--- src/rtl/pa_writeback_if.sv ---
//------------------------------------------------------------------------------
// pa_writeback_if
// Bundles the writeback stage's datapath signals so execute/decode-side logic
// and the writeback stage connect through a single port.
//   master : drives aluresult, write_dest, dest_valid, rd_addr_1/2;
//            observes rd_data_1/2, wb_valid, wb_dest, wb_data, retired_count.
//   slave  : the writeback stage (mirror image of master).
//------------------------------------------------------------------------------
interface pa_writeback_if #(
  parameter int DATA_W = 32,
  parameter int ADDR_W = 5
);
  logic [DATA_W-1:0] aluresult;
  logic [ADDR_W-1:0] write_dest;
  logic              dest_valid;
  logic [ADDR_W-1:0] rd_addr_1;
  logic [ADDR_W-1:0] rd_addr_2;
  logic [DATA_W-1:0] rd_data_1;
  logic [DATA_W-1:0] rd_data_2;
  logic              wb_valid;
  logic [ADDR_W-1:0] wb_dest;
  logic [DATA_W-1:0] wb_data;
  logic [31:0]       retired_count;

  modport master (
    output aluresult, write_dest, dest_valid, rd_addr_1, rd_addr_2,
    input  rd_data_1, rd_data_2, wb_valid, wb_dest, wb_data, retired_count
  );

  modport slave (
    input  aluresult, write_dest, dest_valid, rd_addr_1, rd_addr_2,
    output rd_data_1, rd_data_2, wb_valid, wb_dest, wb_data, retired_count
  );
endinterface

--- src/rtl/pa_writeback.sv ---
//------------------------------------------------------------------------------
// pa_writeback
// Writeback stage of the add pipeline. Delays the decode-stage destination by
// one cycle so it lines up with the registered ALU result, commits into a
// 32-entry register file (entry 0 hard-wired to zero), serves two
// combinational read ports, and reports each retirement with a saturating
// retired-instruction counter.
//
// Ports:
//   clk   : rising-edge clock
//   reset : asynchronous, active-high reset
//   bus   : pa_writeback_if.slave
//             in  aluresult, write_dest, dest_valid, rd_addr_1, rd_addr_2
//             out rd_data_1, rd_data_2 (combinational)
//             out wb_valid, wb_dest, wb_data, retired_count (registered)
//
// Optional build macro:
//   PA_WB_BYPASS_EN : read ports return the value being committed this cycle
//                     when they address the committing destination. Without
//                     it, reads reflect stored contents only.
//------------------------------------------------------------------------------
module pa_writeback #(
  parameter int DATA_W = 32,
  parameter int ADDR_W = 5
) (
  input logic           clk,
  input logic           reset,
  pa_writeback_if.slave bus
);

  localparam int DEPTH = 2 ** ADDR_W;

  logic [ADDR_W-1:0] dest_d_r;
  logic              dest_valid_d_r;
  logic [DATA_W-1:0] rf_r [DEPTH];
  logic              wb_valid_r;
  logic [ADDR_W-1:0] wb_dest_r;
  logic [DATA_W-1:0] wb_data_r;
  logic [31:0]       retired_count_r;
  logic              rf_we_s;
  logic [DATA_W-1:0] rd_data_1_s;
  logic [DATA_W-1:0] rd_data_2_s;

  // Read mux for one port: index 0 is zero, optional bypass of the value
  // committing at the next edge, otherwise the stored entry.
  function automatic logic [DATA_W-1:0] read_port(
    input logic [ADDR_W-1:0] addr,
    input logic [DATA_W-1:0] stored,
    input logic              commit_v,
    input logic [ADDR_W-1:0] commit_dest,
    input logic [DATA_W-1:0] commit_data
  );
    logic [DATA_W-1:0] value;
    if (addr == {ADDR_W{1'b0}}) begin
      value = {DATA_W{1'b0}};
    end else begin
`ifdef PA_WB_BYPASS_EN
      if (commit_v && (commit_dest == addr)) begin
        value = commit_data;
      end else begin
        value = stored;
      end
`else
      value = stored;
`endif
    end
    return value;
  endfunction

  // Register index 0 is never written, even when an instruction targets it.
  assign rf_we_s = dest_valid_d_r && (dest_d_r != {ADDR_W{1'b0}});

  // Align the decode-stage destination with the one-cycle execute latency.
  always_ff @(posedge clk or posedge reset) begin
    if (reset) begin
      dest_d_r       <= {ADDR_W{1'b0}};
      dest_valid_d_r <= 1'b0;
    end else begin
      dest_d_r       <= bus.write_dest;
      dest_valid_d_r <= bus.dest_valid;
    end
  end

  // Register file storage; commits the aligned result.
  always_ff @(posedge clk or posedge reset) begin
    if (reset) begin
      for (int i = 0; i < DEPTH; i++) begin
        rf_r[i] <= {DATA_W{1'b0}};
      end
    end else if (rf_we_s) begin
      rf_r[dest_d_r] <= bus.aluresult;
    end else begin
      rf_r[dest_d_r] <= rf_r[dest_d_r];
    end
  end

  // Retirement report and saturating retirement counter; a write to index 0
  // still retires and is reported.
  always_ff @(posedge clk or posedge reset) begin
    if (reset) begin
      wb_valid_r      <= 1'b0;
      wb_dest_r       <= {ADDR_W{1'b0}};
      wb_data_r       <= {DATA_W{1'b0}};
      retired_count_r <= 32'd0;
    end else if (dest_valid_d_r) begin
      wb_valid_r <= 1'b1;
      wb_dest_r  <= dest_d_r;
      wb_data_r  <= bus.aluresult;
      if (retired_count_r != 32'hFFFF_FFFF) begin
        retired_count_r <= retired_count_r + 32'd1;
      end else begin
        retired_count_r <= retired_count_r;
      end
    end else begin
      wb_valid_r <= 1'b0;
    end
  end

  // Combinational read ports back to decode.
  always_comb begin
    rd_data_1_s = read_port(bus.rd_addr_1, rf_r[bus.rd_addr_1], rf_we_s, dest_d_r, bus.aluresult);
    rd_data_2_s = read_port(bus.rd_addr_2, rf_r[bus.rd_addr_2], rf_we_s, dest_d_r, bus.aluresult);
  end

  assign bus.rd_data_1     = rd_data_1_s;
  assign bus.rd_data_2     = rd_data_2_s;
  assign bus.wb_valid      = wb_valid_r;
  assign bus.wb_dest       = wb_dest_r;
  assign bus.wb_data       = wb_data_r;
  assign bus.retired_count = retired_count_r;

endmodule

--- src/flat_wrapper.sv ---
// flat-port wrapper written by rule: the top's interface ports become plain ports
module pa_writeback_flat 
#(
  parameter int DATA_W = 32,
  parameter int ADDR_W = 5
)
  (clk, reset, bus_aluresult, bus_write_dest, bus_dest_valid, bus_rd_addr_1, bus_rd_addr_2, bus_rd_data_1, bus_rd_data_2, bus_wb_valid, bus_wb_dest, bus_wb_data, bus_retired_count);
  pa_writeback_if #(.DATA_W(DATA_W), .ADDR_W(ADDR_W)) bus_i ();
  input logic clk;
  input logic reset;
  input wire logic [$bits(bus_i.aluresult)-1:0] bus_aluresult;
  input wire logic [$bits(bus_i.write_dest)-1:0] bus_write_dest;
  input wire logic [$bits(bus_i.dest_valid)-1:0] bus_dest_valid;
  input wire logic [$bits(bus_i.rd_addr_1)-1:0] bus_rd_addr_1;
  input wire logic [$bits(bus_i.rd_addr_2)-1:0] bus_rd_addr_2;
  output wire logic [$bits(bus_i.rd_data_1)-1:0] bus_rd_data_1;
  output wire logic [$bits(bus_i.rd_data_2)-1:0] bus_rd_data_2;
  output wire logic [$bits(bus_i.wb_valid)-1:0] bus_wb_valid;
  output wire logic [$bits(bus_i.wb_dest)-1:0] bus_wb_dest;
  output wire logic [$bits(bus_i.wb_data)-1:0] bus_wb_data;
  output wire logic [$bits(bus_i.retired_count)-1:0] bus_retired_count;
  assign bus_i.aluresult = bus_aluresult;
  assign bus_i.write_dest = bus_write_dest;
  assign bus_i.dest_valid = bus_dest_valid;
  assign bus_i.rd_addr_1 = bus_rd_addr_1;
  assign bus_i.rd_addr_2 = bus_rd_addr_2;
  assign bus_rd_data_1 = bus_i.rd_data_1;
  assign bus_rd_data_2 = bus_i.rd_data_2;
  assign bus_wb_valid = bus_i.wb_valid;
  assign bus_wb_dest = bus_i.wb_dest;
  assign bus_wb_data = bus_i.wb_data;
  assign bus_retired_count = bus_i.retired_count;
  pa_writeback #(.DATA_W(DATA_W), .ADDR_W(ADDR_W)) u_core (.clk(clk), .reset(reset), .bus(bus_i));
endmodule
--- config.mk ---
export PLATFORM = sky130hd
export DESIGN_NAME = pa_writeback_flat
export DESIGN_NICKNAME = d
export VERILOG_FILES = /design/src/rtl/pa_writeback_if.sv /design/src/rtl/pa_writeback.sv /design/src/flat_wrapper.sv
export SDC_FILE = /design/constraint.sdc
export NUM_CORES = 2
export LEC_CHECK = 0
export CAP_MARGIN = 20
export CORE_ASPECT_RATIO = 0.7
export CORE_MARGIN = 2
export CORE_UTILIZATION = 33
export DETAILED_ROUTE_END_ITERATION = 16
export SYNTH_ARGS = -nofsm -noshare
export SYNTH_HDL_FRONTEND = slang
export SYNTH_SLANG_ARGS = --single-unit
--- constraint.sdc ---
create_clock -name clk -period 115.2 [get_ports clk]
set_input_delay 34.56 -clock clk [delete_from_list [all_inputs] [get_ports clk]]
set_output_delay 34.56 -clock clk [all_outputs]
set_load 0.01 [all_outputs]
==> After elaboration in Yosys (flattened, before gate mapping) <==
Cells that the tools add are included.
{ "classes": {"mux": 17, "n_bitwise": 3, "magnitude_cmp": 4, "n_reduce_logical": 6, "n_addsub": 1, "eq_ne": 1} }
{ "ops": {"columns": ["op", "count"], "rows": [
  ["$bwmux 1024", 2],
  ["$mux 1024", 1],
  ["$bmux 32 s5", 3],
  ["$mux 32", 9],
  ["$demux 32 s5", 1],
  ["$add 32x1->32 const B", 1],
  ["$ne 32x32->1 const B", 1],
  ["$ge 6x6->1 const B", 3],
  ["$not 5->6", 3],
  ["$logic_not 5->1", 2],
  ["$lt 6x1->1 const B", 1],
  ["$reduce_bool 5->1", 1],
  ["$logic_and 1x1->1", 2],
  ["$reduce_and 2->1", 1],
  ["$mux 1", 1]
]} }
{ "totals": {"output_inout_bits": 134, "elab_cells": 70, "regBits": 1100, "in_bits": 50} }

==> Longest topological paths before layout <==
{ "logic_depth": {"depth_word": 7, "mapped_depth": 14, "depth_no_buf": 6} }

==> Worst setup path before layout <==
OpenSTA, ideal clock, no wires.
{ "synth_timing": {"kind": "input to output", "startpoint": "input port bus_rd_addr_1[0]", "endpoint": "output port bus_rd_data_1[10]", "path_buffers": 3, "stages": 7, "arrival_ns": 36.750, "slack_ns": 43.890, "path_cell_list": "clkbuf_1 -> buf_2 -> buf_1 -> mux4_2 -> mux4_2 -> nand2_1 -> o21ai_0"} }
{ "synth_between": {"elab_chain_len": 5, "elab_cells_between_ends": 6, "classes_between": "4 x mux; 1 x bitwise; 1 x reduce/logical"} }
{ "synth_rtl": {"columns": ["element", "line", "rtl"], "rows": [
  ["start, declared", "flat_wrapper.sv:14", "input wire logic [$bits(bus_i.rd_addr_1)-1:0] bus_rd_addr_1;"],
  ["$not 5->6 (implied by the code)", "pa_writeback.sv:121", "rd_data_1_s = read_port(bus.rd_addr_1, rf_r[bus.rd_addr_1], rf_we_s, dest_d_r, bus.aluresult);"],
  ["$bmux 32 s5", "pa_writeback.sv:121", null],
  ["$mux 32 (implied by the code) (2 in series)", "pa_writeback.sv:121", null],
  ["$mux 32 *", "pa_writeback.sv:54", "if (addr == {ADDR_W{1'b0}}) begin"],
  ["end, declared", "flat_wrapper.sv:16", "output wire logic [$bits(bus_i.rd_data_1)-1:0] bus_rd_data_1;"]
]} }
Mark *: on every way between the ends. The rest lies on a longest branch, timed or not. The select of a mux whose other input is x is not followed.

==> Worst setup path in the final report <==
{ "layout_timing": {"startpoint": "input port bus_rd_addr_1[0]", "endpoint": "output port bus_rd_data_1[0]"} }
Same word-level chain as after synthesis.

==> impl_metrics.env <==
export IMPL_power_density_nw_per_um2=18.9
export IMPL_dr_pass1_iters=6
export IMPL_hold_viol=0
export IMPL_synth_nets=5574
export IMPL_max_slew_margin_rel_pct=21.8
export IMPL_rsz0062_at_grt="false"
export IMPL_grt_pass1_vias=49000
export IMPL_area_delta_synth_final_pct=13.0
export IMPL_reg2reg_slack_ps=110360
export IMPL_status="complete, no violations"
export IMPL_drv_slew=0
export IMPL_overflow=0
export IMPL_viasPerCell=6.35
export IMPL_crit_buf_inv=4
export IMPL_place_gp_congestion=0.866
export IMPL_antenna_found_initial=8
export IMPL_ir_drop_v=0.0000140
export IMPL_drive_above_1_share_pct=26.2
export IMPL_fmax_mhz=13.6
export IMPL_crit_family="buffers and inverters"
export IMPL_ys_seq_area_share_pct=41.6
export IMPL_dp_hpwl_mm=143
export IMPL_num_vias=51300
export IMPL_grt_use_total_pct=23.8
export IMPL_hold_class="reg2reg"
export IMPL_ios=184
export IMPL_die_area_um2=204000
export IMPL_numPortBuffers=183
export IMPL_core_um2=199000
export IMPL_synth_edff_count=0
export IMPL_wire_per_inst_um=30.5
export IMPL_fin_crit_sh_pct=64.0
export IMPL_setup_slack_ps=41510
export IMPL_cts_root_buf="clkbuf_16"
export IMPL_power_leakage_nw=30.8
export IMPL_clockBufferDepth=3
export IMPL_die_w_um=539
export IMPL_cts_made_buffers=118
export IMPL_grt_start_max_net_pins=148
export IMPL_cts_sinks=1100
export IMPL_syn_avg_cell_area_um2=12.0
export IMPL_std_cell_rows=137
export IMPL_setup_worst_path_class="in2out"
export IMPL_cp_max_fo=71
export IMPL_cts_tree="done"
export IMPL_ys_flop_type="dfrtp_1"
export IMPL_fp_dieH_um=379
export IMPL_synth_area_um2=66200
export IMPL_yosysUniqueCellTypes=61
export IMPL_crit_required_ps=80640
export IMPL_cts_clk_slew_worst_paths_ps=60
export IMPL_layout_commonest_cell="dfrtp_1"
export IMPL_cap_violations=0
export IMPL_drc=0
export IMPL_synthArstFlopShare_pct=100
export IMPL_ys_seq_elements=1100
export IMPL_start_util_pct=33.2
export IMPL_arrival_ps=39130
export IMPL_holdBufCountCts=0
export IMPL_crit_path_max_incr_delay_ps=780
export IMPL_path_cells="buf_8 -> buf_4 -> buf_4 -> mux4_2 -> mux4_2 -> nand2_1 -> o21ai_0 -> clkdlybuf4s50_1"
export IMPL_fin_crit_ps=73690
export IMPL_mostFrequentLayoutCells="1095 x dfrtp_1, 854 x nand2_1, 739 x o31ai_1, 663 x mux4_2, 468 x mux2i_1"
export IMPL_worst_path_max_delay_cell="buf_4"
export IMPL_wirelength_mm=247
export IMPL_yosys_area_top_type="dfrtp_1"
export IMPL_clk_latency_ps=780
export IMPL_fin_area_um2=74800
export IMPL_yosys_warnings=0
export IMPL_worst_pin_slew_ps=1170
export IMPL_drt_first_iter_violations=6444
export IMPL_fin_nets=5386
export IMPL_netlist_area_leader_share_pct=41.6
export IMPL_synth_area_leaders="dfrtp_1 42%, mux4_2 23%, o31ai_1 8.4%"
export IMPL_netlist_instances=5523
export IMPL_grt_pass1_wl_mm=360
export IMPL_finClkSkew_ps=57.2
export IMPL_dpl_cell_area_um2=70000
export IMPL_htree_levels=3
export IMPL_critPathCaptureType="output port"
export IMPL_pre_cts_slack_ps=41490
export IMPL_ctsResizeCount=0
export IMPL_cts_setup_buffers=0
export IMPL_setup_viol=0
export IMPL_ant_nets=0
export IMPL_finalSetupTns_ps=0
export IMPL_cp_start_kind="primary input"
-- cell families (layout without fill, tap and decap cells) --
kind of cell	count (synthesis)	after routing	synth area share, %
XOR/XNOR	29	29	0.384
AO/OA/AOI/OAI	1124	1124	11.9
multiplexers	1395	1395	34.1
other	0	4	0
flip-flops	1100	1100	41.6
AND/OR/NAND/NOR	1130	1130	7.17
adder cells (fa/ha/maj)	1	1	0.0189
buffers and inverters	744	662	4.78
-- registers in the layout, indices dropped and copies added (netlist names) --
register and count:
u_core.dest_valid_d_r 1, u_core.bus.wb_dest 5, u_core.bus.wb_valid 1, u_core.rf_r 1024, u_core.bus.wb_data 32, u_core.dest_d_r 5
u_core.bus.retired_count 32
-- metal layers --
metal | share of wire (%) | GRT usage, % | routed length [um] | vias to the layer above
met1 | 40 | 32.3 | 98900 | 26500
met4 | 5.2 | 11.4 | 13000 | 6
met3 | 11 | 6.26 | 26900 | 645
li1 | - | - | - | 21000
met2 | 44 | 35.2 | 108000 | 3248
met5 | 0.014 | 0 | 34 | -
-- final timing paths --
| check | endpoint | start | cells past startpoint |
|---|---|---|---|
| worst max-delay path | bus_rd_data_1[0] | bus_rd_addr_1[0] | 8 |
| worst min-delay path | u_core.rf_r[999] | u_core.rf_r[999] | 0 |
| worst max register to register | u_core.rf_r[616] | u_core.dest_d_r[0] | 8 |
| worst min register to register | u_core.rf_r[999] | u_core.rf_r[999] | 0 |
| max in group asynchronous | u_core.rf_r[894] | reset | 7 |
| min in group asynchronous | u_core.rf_r[996] | reset | 2 |
-- synth_stat cells, types with 6 or more instances --
cell and number:
o22ai_1 229, xor2_1 7, a21oi_1 22, buf_4 27
buf_1 66, nand2_1 885, o31ai_1 739, nor4_1 53
a211oi_1 7, nor2b_1 6, inv_1 69, mux4_2 663
a31oi_1 17, nor2_1 76, dfrtp_1 1100, nand3_1 16
o21ai_0 92, buf_2 134, and3_1 35, nor3_1 7
clkbuf_1 436, mux2i_1 468, buf_6 8, xnor2_1 22
nand4_1 12, mux2_2 264
-- worst reg2reg max path, stage by stage (launching register included) --
cell and delay [ps]:
dfrtp_4 930, buf_4 940, buf_4 1000, mux2i_1 350, o22ai_1 100, nor4_1 360, and3_1 660, buf_8 250
o31ai_1 100
-- power by group --
part / leakage [nW] / switching, mW / internal (mW)
clock network: 2.08 / 0.176 / 0.244
registers: 13.2 / 0.109 / 0.485
logic: 15.5 / 0.184 / 0.219
total: 30.8 / 0.469 / 0.948
-- layout make-up --
class	count	area [um2]
inverters	70	270
flip-flops and latches	1100	27500
clock buffers	166	3470
multi-input cells	3679	35800
diodes	4	10.0
well taps	2641	3300
fillers	19000	124000
repair buffers	366	3610
clock inverters	60	803
-- through the flow --
step | cells | power (mW) | util [%] | hold slack, ps
2_1_floorplan | 5523 | 0.855 | - | 352
3_3_place_gp | 7825 | 0.971 | 35.1 | 398
3_5_place_dp | 7831 | 0.988 | 35.1 | 406
4_1_cts | 8057 | 1.41 | 37.3 | 420
5_1_grt | 8083 | 1.48 | 37.5 | 431
6_report | 8086 | 1.42 | 37.5 | 422
Note: power is estimated with default switching activity, not from simulation.
